$ cat config.mk
export PLATFORM = sky130hd
export DESIGN_NAME = ecc_affine_convert
export DESIGN_NICKNAME = d
export VERILOG_FILES = /design/src/rtl/ecc_affine_convert_pkg.sv /design/src/rtl/ecc_affine_convert_modmul_serial.sv /design/src/rtl/ecc_affine_convert.sv
export SDC_FILE = /design/constraint.sdc
export NUM_CORES = 2
export LEC_CHECK = 0
export CAP_MARGIN = 20
export CORE_MARGIN = 3
export CORE_UTILIZATION = 53
export DETAILED_ROUTE_END_ITERATION = 10
export GPL_TIMING_DRIVEN = 0
export PLACE_DENSITY = 0.78
export SKIP_CTS_REPAIR_TIMING = 1
export SLEW_MARGIN = 20
export SYNTH_ARGS = -nofsm -noshare
export SYNTH_HDL_FRONTEND = slang
export SYNTH_HIERARCHICAL = 1
export SYNTH_SLANG_ARGS = --single-unit
$ cat constraint.sdc
create_clock -name clk -period 17.1 [get_ports clk]
set_input_delay 3.42 -clock clk [delete_from_list [all_inputs] [get_ports clk]]
set_output_delay 3.42 -clock clk [all_outputs]
set_load 0.005 [all_outputs]
$ cat src/rtl/ecc_affine_convert_pkg.sv
// Shared definitions for the projective-to-affine converter: FSM state
// encodings and inverter handshake status values.
package ecc_affine_convert_pkg;

  typedef enum logic [3:0] {
    ST_WAIT    = 4'd0,
    ST_REQINV  = 4'd1,
    ST_RELINV  = 4'd2,
    ST_MULX    = 4'd3,
    ST_MULY    = 4'd4,
    ST_DONEOUT = 4'd5
  } conv_state_t;

  // Inverter failure flag values
  localparam logic HS_OK   = 1'b0;
  localparam logic HS_FAIL = 1'b1;

endpackage

$ cat src/rtl/ecc_affine_convert_modmul_serial.sv
// Bit-serial MSB-first interleaved modular multiplier: result = a*b mod p.
// Takes integer_size busy cycles. done is combinational and is high in the last
// busy cycle, with result already showing the final value. This lets the
// caller capture the result and restart the multiplier on the same edge.
module modmul_serial #(
  parameter int integer_size = 64
) (
  input  logic                    clk,
  input  logic                    reset,
  input  logic                    start,
  input  logic [integer_size-1:0] a,
  input  logic [integer_size-1:0] b,
  input  logic [integer_size-1:0] p,
  output logic [integer_size-1:0] result,
  output logic                    busy,
  output logic                    done
);

  localparam int W  = integer_size;
  localparam int CW = $clog2(W + 1);

  logic [W:0]    acc;
  logic [W-1:0]  a_reg, b_sh, p_reg;
  logic [CW-1:0] cnt;
  logic [W:0]    pz, dbl, t1, t2, t3;

  // One interleaved step: double-and-reduce, then conditional add-and-reduce.
  // acc < p always holds, so 2*acc and t1+a both fit in W+1 bits.
  always_comb begin
    pz  = {1'b0, p_reg};
    dbl = acc << 1;
    t1  = (dbl >= pz) ? dbl - pz : dbl;
    t2  = b_sh[W-1] ? t1 + {1'b0, a_reg} : t1;
    t3  = (t2 >= pz) ? t2 - pz : t2;
  end

  assign result = t3[W-1:0];
  assign done   = busy && (cnt == CW'(1));

  // Operand capture on start (start wins over a finishing run), then one bit per cycle.
  always_ff @(posedge clk) begin
    if (reset) begin
      acc   <= '0;
      a_reg <= '0;
      b_sh  <= '0;
      p_reg <= '0;
      cnt   <= '0;
      busy  <= 1'b0;
    end else if (start) begin
      acc   <= '0;
      a_reg <= a;
      b_sh  <= b;
      p_reg <= p;
      cnt   <= CW'(W);
      busy  <= 1'b1;
    end else if (busy) begin
      acc  <= t3;
      b_sh <= b_sh << 1;
      cnt  <= cnt - CW'(1);
      if (cnt == CW'(1)) busy <= 1'b0;
    end
  end

endmodule

$ cat src/rtl/ecc_affine_convert.sv
// Projective (X,Y,Z) to affine (x,y) conversion. The block obtains Z^-1 from an
// external inverter through a go/done handshake. It then runs two serial
// modular multiplications on a single shared multiplier.
module ecc_affine_convert
  import ecc_affine_convert_pkg::*;
#(
  parameter int integer_size = 64
) (
  input  logic                    clk,
  input  logic                    reset,
  input  logic                    go,
  input  logic [integer_size-1:0] X,
  input  logic [integer_size-1:0] Y,
  input  logic [integer_size-1:0] Z,
  input  logic [integer_size-1:0] p,
  output logic [integer_size-1:0] x_aff,
  output logic [integer_size-1:0] y_aff,
  output logic                    done,
  output logic                    failure,
  output logic                    inv_go,
  output logic [integer_size-1:0] inv_x,
  output logic [integer_size-1:0] inv_p,
  input  logic [integer_size-1:0] inv_x_inv,
  input  logic                    inv_done,
  input  logic                    inv_failure
);

  localparam int W = integer_size;

  conv_state_t state, state_n;
  logic [W-1:0] x_reg, y_reg, z_reg, p_reg, zinv_reg;
  logic         fail_reg;
  logic         mm_start, mm_busy, mm_done;
  logic [W-1:0] mm_a, mm_result;

  // The multiplier is started from RELINV for x. It is restarted from MULX for y.
  assign mm_a = (state == ST_MULX) ? y_reg : x_reg;

  modmul_serial #(.integer_size(W)) u_mul (
    .clk    (clk),
    .reset  (reset),
    .start  (mm_start),
    .a      (mm_a),
    .b      (zinv_reg),
    .p      (p_reg),
    .result (mm_result),
    .busy   (mm_busy),
    .done   (mm_done)
  );

  assign done    = (state == ST_DONEOUT);
  assign failure = done && (fail_reg == HS_FAIL);
  assign inv_go  = (state == ST_REQINV);
  assign inv_x   = z_reg;
  assign inv_p   = p_reg;

  // State register
  always_ff @(posedge clk) begin
    if (reset) state <= ST_WAIT;
    else       state <= state_n;
  end

  // Next-state logic and multiplier start strobe
  always_comb begin
    state_n  = state;
    mm_start = 1'b0;
    unique case (state)
      ST_WAIT:    if (go) state_n = ST_REQINV;
      ST_REQINV:  if (inv_done) state_n = ST_RELINV;
      ST_RELINV: begin
        if (!inv_done) begin
          if (fail_reg == HS_FAIL) begin
            state_n = ST_DONEOUT;
          end else begin
            state_n  = ST_MULX;
            mm_start = 1'b1;
          end
        end
      end
      ST_MULX: begin
        if (mm_done) begin
          state_n  = ST_MULY;
          mm_start = 1'b1;
        end
      end
      ST_MULY:    if (mm_done) state_n = ST_DONEOUT;
      ST_DONEOUT: if (!go) state_n = ST_WAIT;
      default:    state_n = ST_WAIT;
    endcase
  end

  // Operand capture, inverter result latch and affine result registers
  always_ff @(posedge clk) begin
    if (reset) begin
      x_reg    <= '0;
      y_reg    <= '0;
      z_reg    <= '0;
      p_reg    <= '0;
      zinv_reg <= '0;
      fail_reg <= HS_OK;
      x_aff    <= '0;
      y_aff    <= '0;
    end else begin
      unique case (state)
        ST_WAIT: begin
          if (go) begin
            x_reg <= X;
            y_reg <= Y;
            z_reg <= Z;
            p_reg <= p;
            x_aff <= '0;
            y_aff <= '0;
          end
        end
        ST_REQINV: begin
          if (inv_done) begin
            zinv_reg <= inv_x_inv;
            fail_reg <= inv_failure;
          end
        end
        ST_MULX: if (mm_done) x_aff <= mm_result;
        ST_MULY: if (mm_done) y_aff <= mm_result;
        default: ;
      endcase
    end
  end

endmodule

==> impl.org <==
** Run status
- Outcome :: finished, final reports clean

** Synthesis
- For this run, the number of Yosys warnings is 6.
- Post-Syn Area :: 40630 um^2
- Yosys mapped the design onto 90 distinct sky130hd cell types.
- Number of instances in the synthesized netlist :: 5382
- Async set or reset register ratio after synthesis :: 0%
- Among all flip-flop cells after synthesis, the most frequent one is sky130_fd_sc_hd__dfxtp_1.
- Fraction of post-synthesis cell area in the top cell type by area :: roughly a third
- Net count after synthesis :: 5904
- Sequential cells were found to cover a little over a third of the synthesized design area.
- Flops & latches, synth :: 716
- After synthesis, the cell types taking the most area are sky130_fd_sc_hd__dfxtp_1, sky130_fd_sc_hd__nand2_1, sky130_fd_sc_hd__a21oi_1.
- Counting flops with a built-in enable in the synthesized netlist gives 0.
- Of all cell types, the one taking the most synthesized area is sky130_fd_sc_hd__dfxtp_1.
- The average instance in the mapped netlist occupies 7.550 um^2.

** Critical path
- The worst register-to-register path has a setup slack of approximately 2.6 ns.
- For the worst setup path, the data arrival time is between 15 and 20 ns.
- The worst setup path is of the reg -> reg kind.
- Required arrival time at the worst endpoint :: 17.68 ns
- On the critical path, the stage with the largest delay is an instance of sky130_fd_sc_hd__o311ai_0.
- Crit Path Max Fanout :: 10
- For this run, the slowest stage of the critical path takes 1.05 ns.
- Counting both buffers and inverters, the worst setup path holds a total of 7.
- Worst flop-to-flop path startpoint :: u_mul/acc[33]
- Cell depth of the worst flop-to-flop path :: 40
- The worst setup path is captured at a flip-flop.
- Reg2reg end :: y_aff[55]
- Family with the most delay on the worst path :: compound AO/OA/AOI/OAI gates
- The worst setup path is launched from a flip-flop.

** Power and ir drop
- The share of total power dissipated in the clock network is ~18%.
- Sequential Power Share :: 17.7%
- Combinational cells account for approximately 64% of the total power.
- Switching power share of the total :: 48.64%
- Peak supply drop :: roughly 0.22 mV
- Dividing total power by cell area gives a power density of about 200 nW/um^2.
- Static leakage :: 0.02011 uW
- Net switching power figure :: 4898 uW
- Final total power :: 10070 uW
- Internal power component :: slightly above 5000 uW

** STA
- Worst-case hold slack :: approximately 0.45 ns
- Endpoints failing hold :: 0
- Setup repair after global routing left no endpoint under its margin.
- Final Max Slew Viols :: 0
- Part of the cycle the worst path needs :: 84.74%
- For the pin with the worst max-slew slack, the measured transition is 1.203 ns.
- Setup violations remaining at the end of the flow were counted as 0.
- For the final routed database, the setup TNS stands at 0 ns.
- On the final layout, the worst clock skew is around 0.065 ns.
- The worst pin sits at a relative slew slack of 17.73%.
- After layout, the minimum clock period comes to around 14 ns.
- For this run, the top clock speed supported by timing is 69.01 MHz.

** Placed design
- At the end of routability-driven placement, the weighted congestion stood at roughly 1.1.
- Half-perimeter wire length after placement :: approximately 120000 um
- PortBufs :: approximately 580
- Counting tap cells, the placed design contains a total of around 7000 instances.

** CTS
- CTS sink count :: 716
- TritonCTS clock tree :: yes
- CTS buffer count :: 78
- CTS root buffer :: sky130_fd_sc_hd__clkbuf_16
- The H-tree generated during clock tree synthesis spans 3 levels.
- Maximum clock path buffer count :: 3
- Clock slew at reported path FFs :: roughly 0.06 ns
- Clock latency at the later pin of the worst-skew pair :: ~0.66 ns

** Floorplanning
- During I/O placement, the number of pins put on the boundary was 584.
- Floorplan Core Area :: 75200 um^2
- # rows :: 100
- DIE HEIGHT :: between 200 and 300 um
- Horizontal die dimension :: approximately 280 um
- Effective utilization at floorplan :: 54.04%
- The die covers 80030 um^2.

** Worst hold path
- Worst min-delay path endpoint :: y_aff[20]
- The startpoint identified for the worst hold timing path is y_aff[20].
- Cells on Worst Hold Path :: 2
- Path category of the worst min-delay check :: reg -> reg

** Drt
- Using the TritonRoute via totals, the vias-per-cell ratio works out to 5.846.
- In this run the remaining antenna-violating nets after routing total 0.
- Vias post-DR :: 41675
- DRT iter0 DRCs :: 3842
- After detailed routing, the average wire length per cell comes to 22.15 um.
- Final wirelength :: 157900 um
- First drt pass iteration count :: 6
- In the routed design, unresolved DRC markers number 0.

** GRT
- Entering global routing, the biggest net connects 15 pins.
- The first global-routing pass estimated between 200000 and 250000 um of wire.
- Summed over all layers, the global routing overflow is 0.
- Antenna violations before repair :: 2
- Via count of the first global-routing pass :: 39105
- All-layer global routing usage :: 38.00%

** Finish
- Relative to the synthesized area, the layout overhead comes to 24.52%.
- Non-Filler Instances :: between 7000 and 8000
- Final core area utilization :: 67.29%
- Share of cells above drive strength 1 :: 6.256%
- In the final design database the tool counted 6568 nets.

** Job
- The tool flagged a number of max-cap violations equal to 0.
[worst max-delay path by stage]
| stage | endpoint | from | cells after the start |
|---|---|---|---|
| CTS | y_aff[55] | u_mul/p_reg[60] | 43 |
| floorplan | y_aff[48] | u_mul/p_reg[1] | 44 |
| global route | y_aff[55] | u_mul/p_reg[39] | 43 |
| finish | y_aff[55] | u_mul/acc[33] | 40 |
| global placement | y_aff[55] | u_mul/p_reg[39] | 43 |
| detailed placement | y_aff[55] | u_mul/p_reg[34] | 41 |
[worst reg2reg max path: cells and delay by family, from the launching register on]
| family | cells | cell delay, ns |
|---|---|---|
| buf+inv | 7 | 3.12 |
| flops | 1 | 0.41 |
| compound gates | 23 | 8.25 |
| simple gates | 7 | 1.96 |
| fa+ha+maj | 3 | 0.71 |
[cell type report]
class,instances,area (um^2)
Sequential cell,716,14330
Multi-Input combinational cell,4162,24220
Timing Repair Buffer,584,5881
Fill cell,6675,24600
Antenna cell,3,7.507
Inverter,146,548.0
Clock inverter,39,605.6
Clock buffer,101,2168
Buffer,358,1559
Tap cell,1020,1276
[metrics by stage]
step | setup slack (ns) | instance area, um^2
finish | 2.609 | 50600
global route | 2.505 | 50590
CTS | 3.418 | 50590
detailed placement | 3.382 | 47810
global placement | 2.997 | 47740
floorplan | 7.934 | 40630
[synthesized netlist by cell type, types with 10 or more instances]
cell and count:
sky130_fd_sc_hd__a21o_1 95, sky130_fd_sc_hd__mux2_4 33, sky130_fd_sc_hd__xnor2_1 114, sky130_fd_sc_hd__a21oi_1 784, sky130_fd_sc_hd__a221oi_1 12, sky130_fd_sc_hd__inv_1 145
sky130_fd_sc_hd__dfxtp_1 716, sky130_fd_sc_hd__nand3_1 178, sky130_fd_sc_hd__nand4_1 56, sky130_fd_sc_hd__nor2b_1 17, sky130_fd_sc_hd__buf_1 38, sky130_fd_sc_hd__a211oi_1 29
sky130_fd_sc_hd__ha_1 194, sky130_fd_sc_hd__xor2_1 60, sky130_fd_sc_hd__buf_2 83, sky130_fd_sc_hd__nor2_1 489, sky130_fd_sc_hd__nor4_1 17, sky130_fd_sc_hd__buf_4 16
sky130_fd_sc_hd__clkbuf_1 214, sky130_fd_sc_hd__mux2_2 54, sky130_fd_sc_hd__o21ai_0 162, sky130_fd_sc_hd__o21a_1 63, sky130_fd_sc_hd__a31oi_1 41, sky130_fd_sc_hd__o21bai_1 52
sky130_fd_sc_hd__mux2i_1 206, sky130_fd_sc_hd__o31ai_1 17, sky130_fd_sc_hd__nor3_1 46, sky130_fd_sc_hd__nand2_1 1196, sky130_fd_sc_hd__o211ai_1 10, sky130_fd_sc_hd__nand2b_1 17
sky130_fd_sc_hd__and2_1 20, sky130_fd_sc_hd__and3_1 26, sky130_fd_sc_hd__a211o_1 14
[routing by layer]
metal / up-vias / wire [um] / share of wire (%) / GRT usage, %
met2: 1875 / 71280 / 45 / 61.44
met1: 19511 / 62540 / 40 / 47.37
met3: 453 / 13340 / 8.4 / 7.141
met5: - / 34 / 0.022 / 0
met4: 4 / 10710 / 6.8 / 22.47
li1: 19832 / - / - / -
[power groups by stage]
| stage | Sequential [uW] | Clock [uW] | Combinational (uW) |
|---|---|---|---|
| floorplan | 1800 | 0 | 4260 |
| global placement | 1810 | 0 | 6160 |
| detailed placement | 1810 | 0 | 6200 |
| CTS | 1780 | 1830 | 6240 |
| global route | 1780 | 1910 | 6800 |
| finish | 1780 | 1820 | 6470 |
[placed cells by master, fill, tap and decap left out, types with 26 or more instances in the layout]
cell type,Yosys,routed
sky130_fd_sc_hd__xnor2_1,114,114
sky130_fd_sc_hd__xor2_1,60,60
sky130_fd_sc_hd__buf_1,38,38
sky130_fd_sc_hd__clkbuf_16,0,78
sky130_fd_sc_hd__a211oi_1,29,29
sky130_fd_sc_hd__buf_2,83,83
sky130_fd_sc_hd__nand3_1,178,178
sky130_fd_sc_hd__ha_1,194,194
sky130_fd_sc_hd__clkdlybuf4s50_1,0,582
sky130_fd_sc_hd__mux2i_1,206,206
sky130_fd_sc_hd__nor2_1,489,489
sky130_fd_sc_hd__clkbuf_1,214,215
sky130_fd_sc_hd__a21oi_1,784,784
sky130_fd_sc_hd__dfxtp_1,716,716
sky130_fd_sc_hd__mux2_2,54,54
sky130_fd_sc_hd__inv_1,145,145
sky130_fd_sc_hd__a21o_1,95,95
sky130_fd_sc_hd__and3_1,26,26
sky130_fd_sc_hd__mux2_4,33,33
sky130_fd_sc_hd__nor3_1,46,46
sky130_fd_sc_hd__o21bai_1,52,52
sky130_fd_sc_hd__a31oi_1,41,41
sky130_fd_sc_hd__nand4_1,56,56
sky130_fd_sc_hd__o21ai_0,162,162
sky130_fd_sc_hd__nand2_1,1196,1196
sky130_fd_sc_hd__o21a_1,63,63
[kinds of logic (layout without fill, tap and decap cells)]
logic type	Yosys count	after routing	share of synthesized area (%)
simple gates	2118	2118	21.80
compound gates	1379	1379	20.07
flops	716	716	35.28
buf+inv	504	1228	5.158
mux	293	293	7.790
fa+ha+maj	197	197	6.121
xor+xnor	175	175	3.790
other cells	0	3	0
Note: power is estimated with default switching activity, not from simulation.
